File: src/rtl/issue_replay_buffer.sv
// -----------------------------------------------------------------------------
// issue_replay_buffer
//
// Issue-side stall responder for the 5-stage MIPS pipeline. It sits between
// fetch and decode and presents one instruction per cycle to decode and to the
// hazard detector. When the hazard detector's registered stall rejects the
// instruction issued in the previous cycle, the follower currently on the
// output is squashed, the rejected instruction is re-issued, and then the
// follower is re-issued. Fetch is held off while the replay drains.
//
// Parameters
//    NOP          encoding shown to the hazard detector on bubbles and squashes
//    CNT_W        width of the saturating replay counter
//
// Ports
//    clk          rising-edge clock
//    reset_n      asynchronous active-low reset
//    fetch_valid  fetch offers fetch_instr / fetch_pc
//    fetch_instr  offered instruction
//    fetch_pc     PC of the offered instruction
//    fetch_ready  combinational accept; transfer on fetch_valid && fetch_ready
//    stall_in     registered stall from the hazard detector; high in cycle t
//                 rejects the instruction issued in cycle t-1
//    flush        branch/jump redirect, discards everything held or issued
//    issue_valid  registered; issue_instr / issue_pc hold a real instruction
//    issue_instr  registered instruction to decode
//    issue_pc     registered PC to decode
//    issue_squash combinational; decode treats the current issue as a NOP
//    hd_instr     combinational instruction seen by the hazard detector
//    replay_count saturating count of accepted replays
// -----------------------------------------------------------------------------
module issue_replay_buffer #(
   parameter logic [31:0] NOP   = 32'h0000_0000,
   parameter int unsigned CNT_W = 16
) (
   input  logic             clk,
   input  logic             reset_n,
   input  logic             fetch_valid,
   input  logic [31:0]      fetch_instr,
   input  logic [31:0]      fetch_pc,
   output logic             fetch_ready,
   input  logic             stall_in,
   input  logic             flush,
   output logic             issue_valid,
   output logic [31:0]      issue_instr,
   output logic [31:0]      issue_pc,
   output logic             issue_squash,
   output logic [31:0]      hd_instr,
   output logic [CNT_W-1:0] replay_count
);

   // HIST: what was on the output last cycle (the candidate for rejection).
   logic        hist_valid_reg, hist_valid_next;
   logic [31:0] hist_instr_reg, hist_instr_next;
   logic [31:0] hist_pc_reg,    hist_pc_next;

   // PEND: the squashed follower waiting to be re-issued after the replay.
   logic        pend_valid_reg, pend_valid_next;
   logic [31:0] pend_instr_reg, pend_instr_next;
   logic [31:0] pend_pc_reg,    pend_pc_next;

   logic             out_valid_next;
   logic [31:0]      out_instr_next;
   logic [31:0]      out_pc_next;
   logic [CNT_W-1:0] count_next;

   always_comb begin
      fetch_ready  = !flush && !stall_in && !pend_valid_reg;
      issue_squash = stall_in && issue_valid;
      // The hazard detector must never record a destination from a bubble or
      // from an instruction that is being squashed this cycle.
      hd_instr     = (issue_valid && !stall_in) ? issue_instr : NOP;

      out_valid_next  = issue_valid;
      out_instr_next  = issue_instr;
      out_pc_next     = issue_pc;
      hist_valid_next = hist_valid_reg;
      hist_instr_next = hist_instr_reg;
      hist_pc_next    = hist_pc_reg;
      pend_valid_next = pend_valid_reg;
      pend_instr_next = pend_instr_reg;
      pend_pc_next    = pend_pc_reg;
      count_next      = replay_count;

      if (flush) begin
         out_valid_next  = 1'b0;
         hist_valid_next = 1'b0;
         pend_valid_next = 1'b0;
      end else begin
         // Every non-flush edge shifts the current output into HIST.
         hist_valid_next = issue_valid;
         hist_instr_next = issue_instr;
         hist_pc_next    = issue_pc;

         if (stall_in && hist_valid_reg) begin
            // Replay: re-issue the rejected instruction, park the follower.
            out_valid_next = 1'b1;
            out_instr_next = hist_instr_reg;
            out_pc_next    = hist_pc_reg;
            if (issue_valid) begin
               pend_valid_next = 1'b1;
               pend_instr_next = issue_instr;
               pend_pc_next    = issue_pc;
            end
            if (replay_count != {CNT_W{1'b1}}) begin
               count_next = replay_count + CNT_W'(1);
            end
         end else if (stall_in) begin
            // Stall with nothing to replay: the current output is squashed
            // and dropped, a bubble follows.
            out_valid_next = 1'b0;
         end else if (pend_valid_reg) begin
            out_valid_next  = 1'b1;
            out_instr_next  = pend_instr_reg;
            out_pc_next     = pend_pc_reg;
            pend_valid_next = 1'b0;
         end else if (fetch_valid && fetch_ready) begin
            out_valid_next = 1'b1;
            out_instr_next = fetch_instr;
            out_pc_next    = fetch_pc;
         end else begin
            out_valid_next = 1'b0;
         end
      end
   end

   always_ff @(posedge clk or negedge reset_n) begin
      if (!reset_n) begin
         issue_valid    <= 1'b0;
         issue_instr    <= '0;
         issue_pc       <= '0;
         hist_valid_reg <= 1'b0;
         hist_instr_reg <= '0;
         hist_pc_reg    <= '0;
         pend_valid_reg <= 1'b0;
         pend_instr_reg <= '0;
         pend_pc_reg    <= '0;
         replay_count   <= '0;
      end else begin
         issue_valid    <= out_valid_next;
         issue_instr    <= out_instr_next;
         issue_pc       <= out_pc_next;
         hist_valid_reg <= hist_valid_next;
         hist_instr_reg <= hist_instr_next;
         hist_pc_reg    <= hist_pc_next;
         pend_valid_reg <= pend_valid_next;
         pend_instr_reg <= pend_instr_next;
         pend_pc_reg    <= pend_pc_next;
         replay_count   <= count_next;
      end
   end

endmodule

File: config.mk
export PLATFORM = sky130hd
export DESIGN_NAME = issue_replay_buffer
export DESIGN_NICKNAME = d
export VERILOG_FILES = /design/src/rtl/issue_replay_buffer.sv
export SDC_FILE = /design/constraint.sdc
export NUM_CORES = 1
export LEC_CHECK = 0
export CORE_MARGIN = 3
export CORE_UTILIZATION = 40
export CTS_CLUSTER_SIZE = 8
export DETAILED_ROUTE_END_ITERATION = 8
export HOLD_SLACK_MARGIN = 0.15
export SYNTH_ARGS = -nofsm -noshare
export SYNTH_HDL_FRONTEND = slang
export SYNTH_SLANG_ARGS = --single-unit
File: constraint.sdc
create_clock -name clk -period 2.8 [get_ports clk]
set_input_delay 0.56 -clock clk [delete_from_list [all_inputs] [get_ports clk]]
set_output_delay 0.56 -clock clk [all_outputs]
set_load 0.02 [all_outputs]
# Word level (Yosys, flattened, before mapping)
# Cells that the tools add are included.
# Widths: inputs -> output; s select.
# totals
reg_bits,211
input_bits,69
wordCells,49
# op_classes
add_sub_neg,1
eq_ne,4
mux,19
bitwise_logic,1
n_reduce_logical,14
# op_table
op,n
$mux 32,9
$add 16x1->16 const B,1
$ne 16x16->1 const B,1
$mux 1,10
$reduce_and 3->1,3
$logic_and 1x1->1,6
$logic_not 1->1,3
$ne 3x1->1 const B,1
$ne 3x3->1 const B,1
$reduce_bool 3->1,1
$ne 2x1->1 const B,1
$reduce_and 2->1,1
$not 1->1,1

# Longest topological paths before layout
# depth
ltp_word,9
depth_mapped,8
mapped_depth_nobuf,5

# Worst setup path before layout
# OpenSTA, ideal clock, no wires.
# synth_timing
path_type,input -> output
startpoint,in flush
endpoint,out fetch_ready
arrival_ps,1573
path_slack_ps,667
path_stages,4
path_cell_list,buf_2 buf_2 buf_2 nor3_1
# synth_via
elab_chain_cells,3
# synth_lines
element,line_no,source
"start, declared",43,"input logic flush,"
$logic_not 1->1,68,fetch_ready = !flush && !stall_in && !pend_valid_reg;
$logic_and 1x1->1 (2 in a row),68,
"end, declared",41,"output logic fetch_ready,"
# No other way between the ends.

# Worst setup path after layout
# layout_timing
startpoint,in stall_in
endpoint,out hd_instr[3]
# layout_via
elab_chain_cells,3
# layout_lines
element,line_no,source
"start, declared",42,"input logic stall_in,"
$logic_not 1->1,72,hd_instr = (issue_valid && !stall_in) ? issue_instr : NOP;
$logic_and 1x1->1,72,
$mux 32,72,
"end, declared",48,"output logic [31:0] hd_instr,"
# No other way between the ends.

==> flow_summary.yaml <==
die:
  core_area_mm2: 0.02305
  initial_utilization: 0.4135
  die_y_um: 160.4
  dieArea_mm2: 0.02572
  io_pins: 184
  die_w_um: 160.4
  fp-row-count: 55
sta:
  finalCritPeriodShare: 0.9564
  fin_skew_ns: 0.01035
  fmax_mhz: 373.4
  setup_viol: 0
  slew_violations: 0
  fin_tns_setup_ns: 0
  hold_viol: 0
  timing.final.crit_period_ns: 2.678
  relSlewSlack: 0.5130
  rsz0062_at_grt: "no"
  worst_slew_pin_slew_ns: 0.7304
pwr:
  clkPwrFrac: 0.375
  ir_drop_v: 0.0004019
  powerDensity_mw_per_mm2: 670.1
  combPwrFrac: 0.167
  p_seq_frac: 0.458
  switching_share: 0.2641
  power.internal_w: 0.006165
  switching_power_w: 0.002212
  power_w: 0.008377
  p_leak_nw: 5.708
cts:
  postCtsSetupRepairBufs: 0
  clock_tree.root_cell: "clkbuf_16"
  cts_made_buffers: 30
  cts_max_level: 1
  clock_latency_ns: 0.52
  clockBufferDepth: 3
  cts_tree: "done"
  clk_pin_slew_ns: 0.05
  cts_sinks: 211
min_path:
  worstHoldStart: "pend_pc_reg[23]$_DFFE_PN0P_"
  hold_path_class: "reg2reg"
logic_synthesis:
  postSynthCellCount: 813
  async_flop_share: 1.000
  synth_area_mm2: 0.009533
  ys_types: 43
  synth-seq-area-share: 0.5539
  synth_edf_count: 0
  ys_warn_count: 0
  synth_top_area_frac: 0.5539
  synthTopCellsByCount: "211 x dfrtp_1, 133 x nand2_1, 119 x o21ai_0, 71 x mux2_2, 64 x mux2i_1"
  synth.most_common_cell: "dfrtp_1"
  syn_nets: 883
  synth-seq-cells: 211
  synth_top_cell_by_area: "dfrtp_1"
  syn_area_per_cell_um2: 11.73
  synth-main-ff-cell: "dfrtp_1"
  synth_area_leaders: "dfrtp_1 55%, mux2_2 8.4%, mux2_1 7.2%"
drt:
  dr.pass1.iters: 5
  drt-initial-drc-count: 289
  vias: 6578
  post_drt_wl_per_cell_um: 16.91
  ant_nets: 0
  routed_wl_mm: 22.16
  vias_per_cell: 5.018
  drc_errors: 0
grt:
  grt_util_met3: 0.04024
  antenna_found_initial: 0
  grt_max_degree: 73
  grt-busiest-layer: "met2"
  grt_overflow_total: 0
  grt_first_pass_wirelength_mm: 35.87
  use_met2: 0.2792
  grt_pass1_vias: 6515
  grtUsageMet1: 0.2319
  grtUsageTotal: 0.1699
setup_path:
  critPathLaunchType: "input pin"
  worst_path_most_repeated_cell: "clkdlybuf4s50_1"
  crit_start: "stall_in"
  r2r_slack_ns: 0.92
  cp_max_fo: 12
  cp_top_family: "buffers and inverters"
  path_class: "in2out"
  r2r-start: "pend_valid_reg$_DFFE_PN0P_"
  crit_chain: "clkdlybuf4s50_1, nor2b_4, buf_4, and2_1, clkdlybuf4s50_1"
  slowest_delay_ns: 0.60
  critPathRequiredTime_ns: 2.24
  endpoint_kind: "output port"
  cpMaxStageDelayCell: "clkdlybuf4s50_1"
  path_buf_inv: 3
  cp.arrival_ns: 2.12
job:
  drv_cap: 0
place:
  dp_hpwl_mm: 14.19
  gp_congestion: 0.7278
  io_buffers: 183
final_layout:
  area_growth_pct: 31.13
  nets: 1066
  antennaDiodeCount: 0
  drive_above_1_share: 0.1403
outcome:
  status: "finished, final reports clean"
cells in the final DEF (no fill, tap or decap), types with 2 or more instances in the layout:
| cell type | instances |
|---|---|
| a31oi_1 | 2 |
| nand4_1 | 3 |
| nor3_2 | 2 |
| and2_1 | 35 |
| dfrtp_1 | 209 |
| xnor2_1 | 2 |
| buf_12 | 6 |
| nand2b_1 | 2 |
| mux2i_1 | 64 |
| mux2_2 | 71 |
| xor2_1 | 7 |
| nor3b_1 | 3 |
| o21ai_1 | 9 |
| clkbuf_1 | 2 |
| a21oi_1 | 2 |
| clkdlybuf4s50_1 | 181 |
| clkbuf_16 | 31 |
| o21ai_0 | 119 |
| nand2_1 | 133 |
| mux2_1 | 61 |
| nand2_4 | 2 |
| nor3_1 | 2 |
| nand3_1 | 5 |
| nor2_1 | 5 |
| and3b_1 | 2 |
| buf_4 | 15 |
worst paths after layout:
check | to | cells after the start
max in group asynchronous | issue_instr[14]$_DFFE_PN0P_ | 3
min in group asynchronous | replay_count[15]$_DFFE_PN0P_ | 2
min reg2reg | pend_pc_reg[23]$_DFFE_PN0P_ | 1
max reg2reg | issue_pc[16]$_DFFE_PN0P_ | 6
min | pend_pc_reg[23]$_DFFE_PN0P_ | 1
max | hd_instr[3] | 5
what timing repair did:
| item | 4_1_cts | 5_1_grt |
|---|---|---|
| gates resized for setup | 1 | 1 |
| hold buffers | 1 | 0 |
| setup endpoints to repair | 13 | 14 |
| endpoints found under the hold margin | 44 | 0 |
cell families after synthesis:
kind of cell | after synthesis | synth area share
simple gates | 207 | 0.1088
flops | 211 | 0.5539
xor+xnor | 9 | 0.008269
fa+ha+maj | 1 | 0.001312
buf+inv | 54 | 0.03189
compound gates | 134 | 0.07114
mux | 197 | 0.2247
power by group through the flow:
| stage | Clock [W] | Sequential [W] | Combinational (W) |
|---|---|---|---|
| 2_1_floorplan | 0 | 0.00401 | 0.000515 |
| 3_3_place_gp | 0 | 0.00388 | 0.00140 |
| 3_5_place_dp | 0 | 0.00389 | 0.00142 |
| 4_1_cts | 0.00324 | 0.00384 | 0.00143 |
| 5_1_grt | 0.00335 | 0.00390 | 0.00153 |
| 6_report | 0.00314 | 0.00384 | 0.00140 |
layout make-up:
class | instances | area (µm²)
clock buffers | 33 | 783.3
clock inverters | 1 | 5.005
fillers | 1984 | 10550
inverters | 1 | 3.754
multi-input cells | 548 | 3964
flip-flops and latches | 211 | 5285
well taps | 313 | 391.6
repair buffers | 204 | 2068
layer usage:
metal / up-vias / share of wire
met3: 33 / 0.050
met2: 133 / 0.47
li1: 3175 / -
met4: 0 / 0.018
met1: 3237 / 0.47
met5: - / 0
metrics by stage:
| step | util | hold slack [ns] | instances | instance area, µm² | worst slack (ns) |
|---|---|---|---|---|---|
| 2_1_floorplan | - | 0.2644 | 813 | 9533 | 0.6672 |
| 3_3_place_gp | 0.5074 | 0.4728 | 1276 | 11700 | 0.09975 |
| 3_5_place_dp | 0.5074 | 0.4808 | 1276 | 11700 | 0.06934 |
| 4_1_cts | 0.5422 | 0.4816 | 1311 | 12500 | 0.03299 |
| 5_1_grt | 0.5423 | 0.4910 | 1311 | 12500 | 0.04200 |
| 6_report | 0.5423 | 0.4871 | 1311 | 12500 | 0.1221 |
No activity file was read; power rests on OpenSTA's default activity.
